[src/rtl/demux_pkg.sv]
// demux13_buf shared constants: destination select codes and the
// width of the optional dropped-beat counter.
package demux_pkg;

  localparam logic [1:0] SEL_A    = 2'b00;
  localparam logic [1:0] SEL_B    = 2'b01;
  localparam logic [1:0] SEL_C    = 2'b10;
  localparam logic [1:0] SEL_DROP = 2'b11;

  localparam int DROP_CNT_W = 8;

endpackage

[src/rtl/demux_slot.sv]
// demux_slot: one-entry holding buffer for one router output port.
// Ports: clk, rst (async, active-high), fill/fill_data (load a beat),
// out_data/out_valid/out_ready (consumer side), can_accept (slot
// free this cycle, counting a same-cycle drain).
module demux_slot
  import demux_pkg::*;
#(
  parameter int WIDTH = 32
) (
  input  logic             clk,
  input  logic             rst,
  input  logic             fill,
  input  logic [WIDTH-1:0] fill_data,
  output logic [WIDTH-1:0] out_data,
  output logic             out_valid,
  input  logic             out_ready,
  output logic             can_accept
);

  logic drain;

  assign drain      = out_valid && out_ready;
  assign can_accept = !out_valid || out_ready;

  // A fill wins over a drain: the slot stays valid with new data.
  always_ff @(posedge clk or posedge rst) begin
    if (rst) begin
      out_valid <= 1'b0;
      out_data  <= '0;
    end else if (fill) begin
      out_valid <= 1'b1;
      out_data  <= fill_data;
    end else if (drain) begin
      out_valid <= 1'b0;
    end
  end

endmodule

[src/rtl/demux13_buf.sv]
// demux13_buf: registered 1:3 router, valid/ready on every port.
// Ports: clk, rst (async, active-high); in_data/in_sel/in_valid/
// in_ready from the producer; out_{a,b,c}_{data,valid,ready} to the
// three consumers. With DEMUX13_DROP_CNT_EN defined, drop_cnt
// counts accepted sel=11 beats, saturating at 0xFF.
module demux13_buf
  import demux_pkg::*;
#(
  parameter int WIDTH = 32
) (
  input  logic             clk,
  input  logic             rst,
  input  logic [WIDTH-1:0] in_data,
  input  logic [1:0]       in_sel,
  input  logic             in_valid,
  output logic             in_ready,
  output logic [WIDTH-1:0] out_a_data,
  output logic             out_a_valid,
  input  logic             out_a_ready,
  output logic [WIDTH-1:0] out_b_data,
  output logic             out_b_valid,
  input  logic             out_b_ready,
  output logic [WIDTH-1:0] out_c_data,
  output logic             out_c_valid,
  input  logic             out_c_ready
`ifdef DEMUX13_DROP_CNT_EN
  ,
  output logic [DROP_CNT_W-1:0] drop_cnt
`endif
);

  logic can_a;
  logic can_b;
  logic can_c;
  logic xfer;
  logic fill_a;
  logic fill_b;
  logic fill_c;

  // Only the selected port's slot gates the producer, so a stalled
  // consumer never blocks beats bound elsewhere.
  always_comb begin
    in_ready = 1'b1;
    unique case (in_sel)
      SEL_A:    in_ready = can_a;
      SEL_B:    in_ready = can_b;
      SEL_C:    in_ready = can_c;
      SEL_DROP: in_ready = 1'b1;
    endcase
  end

  assign xfer   = in_valid && in_ready;
  assign fill_a = xfer && (in_sel == SEL_A);
  assign fill_b = xfer && (in_sel == SEL_B);
  assign fill_c = xfer && (in_sel == SEL_C);

  demux_slot #(.WIDTH(WIDTH)) u_slot_a (
    .clk        (clk),
    .rst        (rst),
    .fill       (fill_a),
    .fill_data  (in_data),
    .out_data   (out_a_data),
    .out_valid  (out_a_valid),
    .out_ready  (out_a_ready),
    .can_accept (can_a)
  );

  demux_slot #(.WIDTH(WIDTH)) u_slot_b (
    .clk        (clk),
    .rst        (rst),
    .fill       (fill_b),
    .fill_data  (in_data),
    .out_data   (out_b_data),
    .out_valid  (out_b_valid),
    .out_ready  (out_b_ready),
    .can_accept (can_b)
  );

  demux_slot #(.WIDTH(WIDTH)) u_slot_c (
    .clk        (clk),
    .rst        (rst),
    .fill       (fill_c),
    .fill_data  (in_data),
    .out_data   (out_c_data),
    .out_valid  (out_c_valid),
    .out_ready  (out_c_ready),
    .can_accept (can_c)
  );

`ifdef DEMUX13_DROP_CNT_EN
  always_ff @(posedge clk or posedge rst) begin
    if (rst) begin
      drop_cnt <= '0;
    end else if (xfer && (in_sel == SEL_DROP) && (drop_cnt != '1)) begin
      drop_cnt <= drop_cnt + 1'b1;
    end
  end
`endif

endmodule

[config.mk]
export PLATFORM = sky130hd
export DESIGN_NAME = demux13_buf
export DESIGN_NICKNAME = d
export VERILOG_FILES = /design/src/rtl/demux_pkg.sv /design/src/rtl/demux_slot.sv /design/src/rtl/demux13_buf.sv
export SDC_FILE = /design/constraint.sdc
export NUM_CORES = 1
export LEC_CHECK = 0
export CAP_MARGIN = 5
export CORE_UTILIZATION = 47
export DETAILED_ROUTE_END_ITERATION = 10
export PLACE_DENSITY = 0.91
export RECOVER_POWER = 25
export REMOVE_ABC_BUFFERS = 1
export SYNTH_ARGS = -nofsm -noshare
export SYNTH_HDL_FRONTEND = slang
export SYNTH_SLANG_ARGS = --single-unit
[constraint.sdc]
create_clock -name clk -period 5.4 [get_ports clk]
set_input_delay 1.08 -clock clk [delete_from_list [all_inputs] [get_ports clk]]
set_output_delay 1.08 -clock clk [all_outputs]
set_load 0.01 [all_outputs]
; ---- Word-level counts from Yosys, hierarchy flattened
; Index checks and enable logic that the tools add are counted.
[word_totals]
elab_cells = 33
reg_bits = 99
output_inout_bits = 100
[op_classes]
n_reduce_logical = 17
muxes = 7
eq_ne = 3
[ops]
columns = cell, n
row1 = $logic_and A1 B1 Y1, 7
row2 = $mux W1, 6
row3 = $reduce_bool A2 Y1, 3
row4 = $eq A2 B2 Y1 const B, 2
row5 = $pmux W1 S4, 1
row6 = $logic_not A1 Y1, 3
row7 = $logic_or A1 B1 Y1, 3
row8 = $eq A2 B1 Y1 const B, 1
row9 = $logic_not A2 Y1, 1

; ---- Depth between registers and ports, before layout
[logic_depth]
depth_word = 6
depth_mapped = 5
mapped_depth_nobuf = 3

; ---- Hierarchy
; From an unflattened synthesis, not the netlist that was laid out.
[hier_totals]
hier_cells = 222
area_unflattened_um2 = 4206.5
[modules_own_cells]
columns = module, instances, area_per_inst_um2, cells_per_inst
row1 = demux_slot, 3, 1382.6, 72
row2 = demux13_buf, 1, 58.8, 6

; ---- Worst setup path before layout
; No wires, ideal clock.
[synth_path]
path_kind = in2out
startpoint = input port in_sel[0]
endpoint = output port in_ready
path_slack_ns = 2.714
required_ns = 4.320
n_path_buf = 1
stages = 3
t_arrival_ns = 1.606
cell_sequence = clkbuf_2 > mux2i_1 > o21ai_0
[synth_via]
elab_chain_len = 2
[synth_rtl]
columns = element, line
row1 = from (decl), demux13_buf.sv:14  ; input logic [1:0] in_sel,
row2 = "$eq A2 B2 Y1, or another cell as far along", demux13_buf.sv:44  ; unique case (in_sel)
row3 = $pmux W1 S4 *, demux13_buf.sv:44
row4 = to (decl), demux13_buf.sv:16  ; output logic in_ready,
; Every way passes the cells marked *; elsewhere a longest branch is shown, timed or not.

; ---- Worst setup path in the final report
; Ends and elaborated chain as after synthesis.

==> parameters.txt <==
Parameter                              Value

Cells and area
  Share of post-route cells with drive strength above 1 ... a little under a third
  Final instance count without filler cells ... 470
  Area added between synthesis and finish ... 44.1%
  Diodes inserted ... 0
  NumNets Final ... 404
  Final cell utilization of the core ... between 60% and 70%

GRT
  Initial antenna violation count ... 0
  Combined global-route utilization of all metal layers ... 20.4%
  Sum of overflow across all layers after global routing ... 0
  Pin count of the biggest net entering global routing ... just under 60
  Vias in the first global route ... 2555
  First-pass GRT wire length ... roughly 13000 um

Logic synthesis
  Seq cells post-synth ... between 90 and 100
  Average cell area after synthesis ... 16.9 um2
  Top-count cell post-synth ... dfrtp_1
  Synth cell types ... 16
  Largest cells by area after synthesis ... dfrtp_1 66%, mux2_2 28%, buf_6 0.90%
  Yosys warnings ... 0
  Gate Count Post-Synth ... 222
  Share of the synthesized area in the top cell type ... 66.2%
  Post-synth top area cell ... dfrtp_1
  Fraction of registers with async set/reset ... between 90% and 100%
  Ys flop type ... dfrtp_1
  Combined area of all synthesized cells ... about 3700 um2
  Fraction of the yosys area taken by sequential cells ... about 66%
  Post-synth EDFFs ... 0
  Commonest cells in the netlist ... 99 x dfrtp_1, 93 x mux2_2, 4 x buf_4, 4 x nand2_1

Routing
  Number of iterations in the first detailed-routing pass ... 4
  Vias per cell ... around 5
  Routed wire per std cell ... around 17 um
  Count of antenna-violating nets left after detailed routing ... 0
  Detailed-route via count ... between 2000 and 2500
  Starting DRC count in detailed routing ... 55
  Residual DRC count ... 0
  Final WL ... ~7900 um

Floorplanning
  Die height ... slightly above 90 um
  Die Width ... about 91 um
  Initial Util ... approximately 48%
  Std-Cell Core Area ... just under 8000 um2
  Number of placement rows ... 32
  I/O Pins ... 140
  Die area ... roughly 8300 um2

Clock network
  Total number of H-tree levels ... 3
  Number of buffers between clock root and the deepest sink ... 2
  Reg clk slew, reported paths ... ~0.09 ns
  TritonCTS clock tree ... done
  Clk Tree Root Cell ... clkbuf_8
  TritonCTS Buffers ... 9
  Count of cells resized by post-cts repair ... 0
  CTS Hold Buffers Added ... 0
  Number of setup buffers added after CTS ... 0
  Clock latency on the worst-skew pair ... 0.35 ns
  Number of sinks handled by clock tree synthesis ... 99

Outcome
  Violations in the final reports ... max-capacitance violations, max-slew violations
  Status ... finished, violations left

Placed design
  Port Buffer Count ... 139
  Total half-perimeter wirelength after legalization and detailed placement ... between 5000 and 6000 um
  Cells after DPL ... ~460
  Worst slack at placement ... ~1.8 ns
  Routability Congestion ... about 0.7

Critical path
  Data arrival time of the critical path ... between 2 and 3 ns
  Crit Reg-Reg Endpoint ... u_slot_a.out_data[2]
  Worst path top cell family by delay ... buffers and inverters
  Critical Path End Type ... output pin
  Worst path cell trace ... dlygate4sd3_1 -> mux2i_1 -> o21ai_0 -> clkdlybuf4s50_1
  Worst-path maximum fanout ... 7
  Setup Crit Path Kind ... primary input to output pin
  Cell count of the worst reg-to-reg path ... 3
  Buffers plus inverters on the worst setup path ... 2
  Type of origin of the critical path ... primary input
  Slack of the worst reg-to-reg path ... around 3.5 ns
  Critical path's largest stage delay ... between 0.7 and 0.8 ns
  Required time of the critical path ... roughly 4.3 ns
  Slowest library cell on the worst path ... dlygate4sd3_1
  Origin of the critical flop-to-flop path ... u_slot_a.out_valid

Power and ir drop
  LEAKAGE ... 2.25 nW
  Highest ir drop seen on vdd ... 0.259 mV
  Pwr dens ... roughly 380 nW/um2

Run
  # Max-Cap Violations ... 1

Timing
  Remaining max-slew budget at the tightest pin ... -65.0%
  Max Clk Rate ... 271 MHz
  Setup ws final ... 1.71 ns
  Number of slew-limit violations in the final report ... 59
  Final total negative setup slack ... 0 ns
  Fin crit period ... between 3 and 4 ns
  Maximum clock skew at final layout ... between 0.008 and 0.009 ns
  Unrepaired setup endpoints after global routing ... no
  Share of the cycle needed by the critical path after routing ... roughly two thirds
  Final-report hold violation count ... 0
  Worst slack on hold paths ... approximately 0.5 ns
  Setup-failing EPs final ... 0
  Slew at the pin closest to its max-slew limit ... around 2.5 ns

Min path
  Launch point of the worst hold path ... u_slot_c.out_data[0]
  Worst hold-check path type ... flip-flop to flip-flop
  Cell depth of the worst min-delay path ... 1
  Worst hold path endpoint ... u_slot_c.out_data[0]
## logic make-up after synthesis
group | count (synthesis) | share of synthesized area (%)
compound gates | 3 | 0.401
buf+inv | 12 | 2.34
flops | 99 | 66.2
mux | 97 | 29.2
simple gates | 11 | 1.87
## per-stage QoR
stage,instance area [um2],power (mW)
6_report,5390,2.03
3_3_place_gp,5210,1.59
2_1_floorplan,3660,1.22
5_1_grt,5390,2.13
4_1_cts,5390,2.07
3_5_place_dp,5210,1.62
## worst max-delay path by stage
stage	slack (ns)	to	cells past startpoint	startpoint
2_1_floorplan	1.73	u_slot_a.out_data[0]	1	rst
3_3_place_gp	1.83	in_ready	4	in_sel[0]
3_5_place_dp	1.78	in_ready	4	in_sel[0]
4_1_cts	1.79	in_ready	4	in_sel[0]
5_1_grt	1.61	in_ready	4	in_sel[0]
6_report	1.71	in_ready	4	in_sel[0]
## sequential cells by signal, indices dropped and copies added (netlist names)
register,flops
u_slot_b.out_valid,1
u_slot_a.out_valid,1
u_slot_c.out_data,32
u_slot_a.out_data,32
u_slot_b.out_data,32
u_slot_c.out_valid,1
## power by group
part	switching [mW]	total [mW]	internal, mW
logic	0.224	0.614	0.391
clock network	0.232	0.444	0.212
registers	0.0781	0.972	0.894
total	0.534	2.03	1.50
## routing by layer
layer,share of wire [%],track usage [%]
met1,39,24.3
met2,54,36.6
met3,5.5,4.94
met4,1.1,6.48
met5,0,0
## cells in the final DEF (no fill, tap or decap)
cell / instances
and3_1: 1
buf_4: 3
bufinv_16: 1
clkbuf_1: 2
clkbuf_8: 9
clkdlybuf4s50_1: 121
clkinvlp_2: 1
clkinvlp_4: 3
dfrtp_1: 99
dlygate4sd3_1: 18
mux2_1: 3
mux2_2: 93
mux2i_1: 1
nand2_1: 4
nand2b_1: 3
nand3b_2: 1
nor2b_1: 1
nor3b_4: 1
o21ai_0: 3
## area by class of cell
| cell class | instances | area, um2 |
|---|---|---|
| clock inverter | 4 | 52.6 |
| sequential | 99 | 2480 |
| clock buffer | 11 | 131 |
| timing repair buffer | 142 | 1410 |
| fill | 555 | 2340 |
| tap | 102 | 128 |
| multi-input combinational | 111 | 1180 |
| inverter | 1 | 5.00 |
Note: power is estimated with default switching activity, not from simulation.
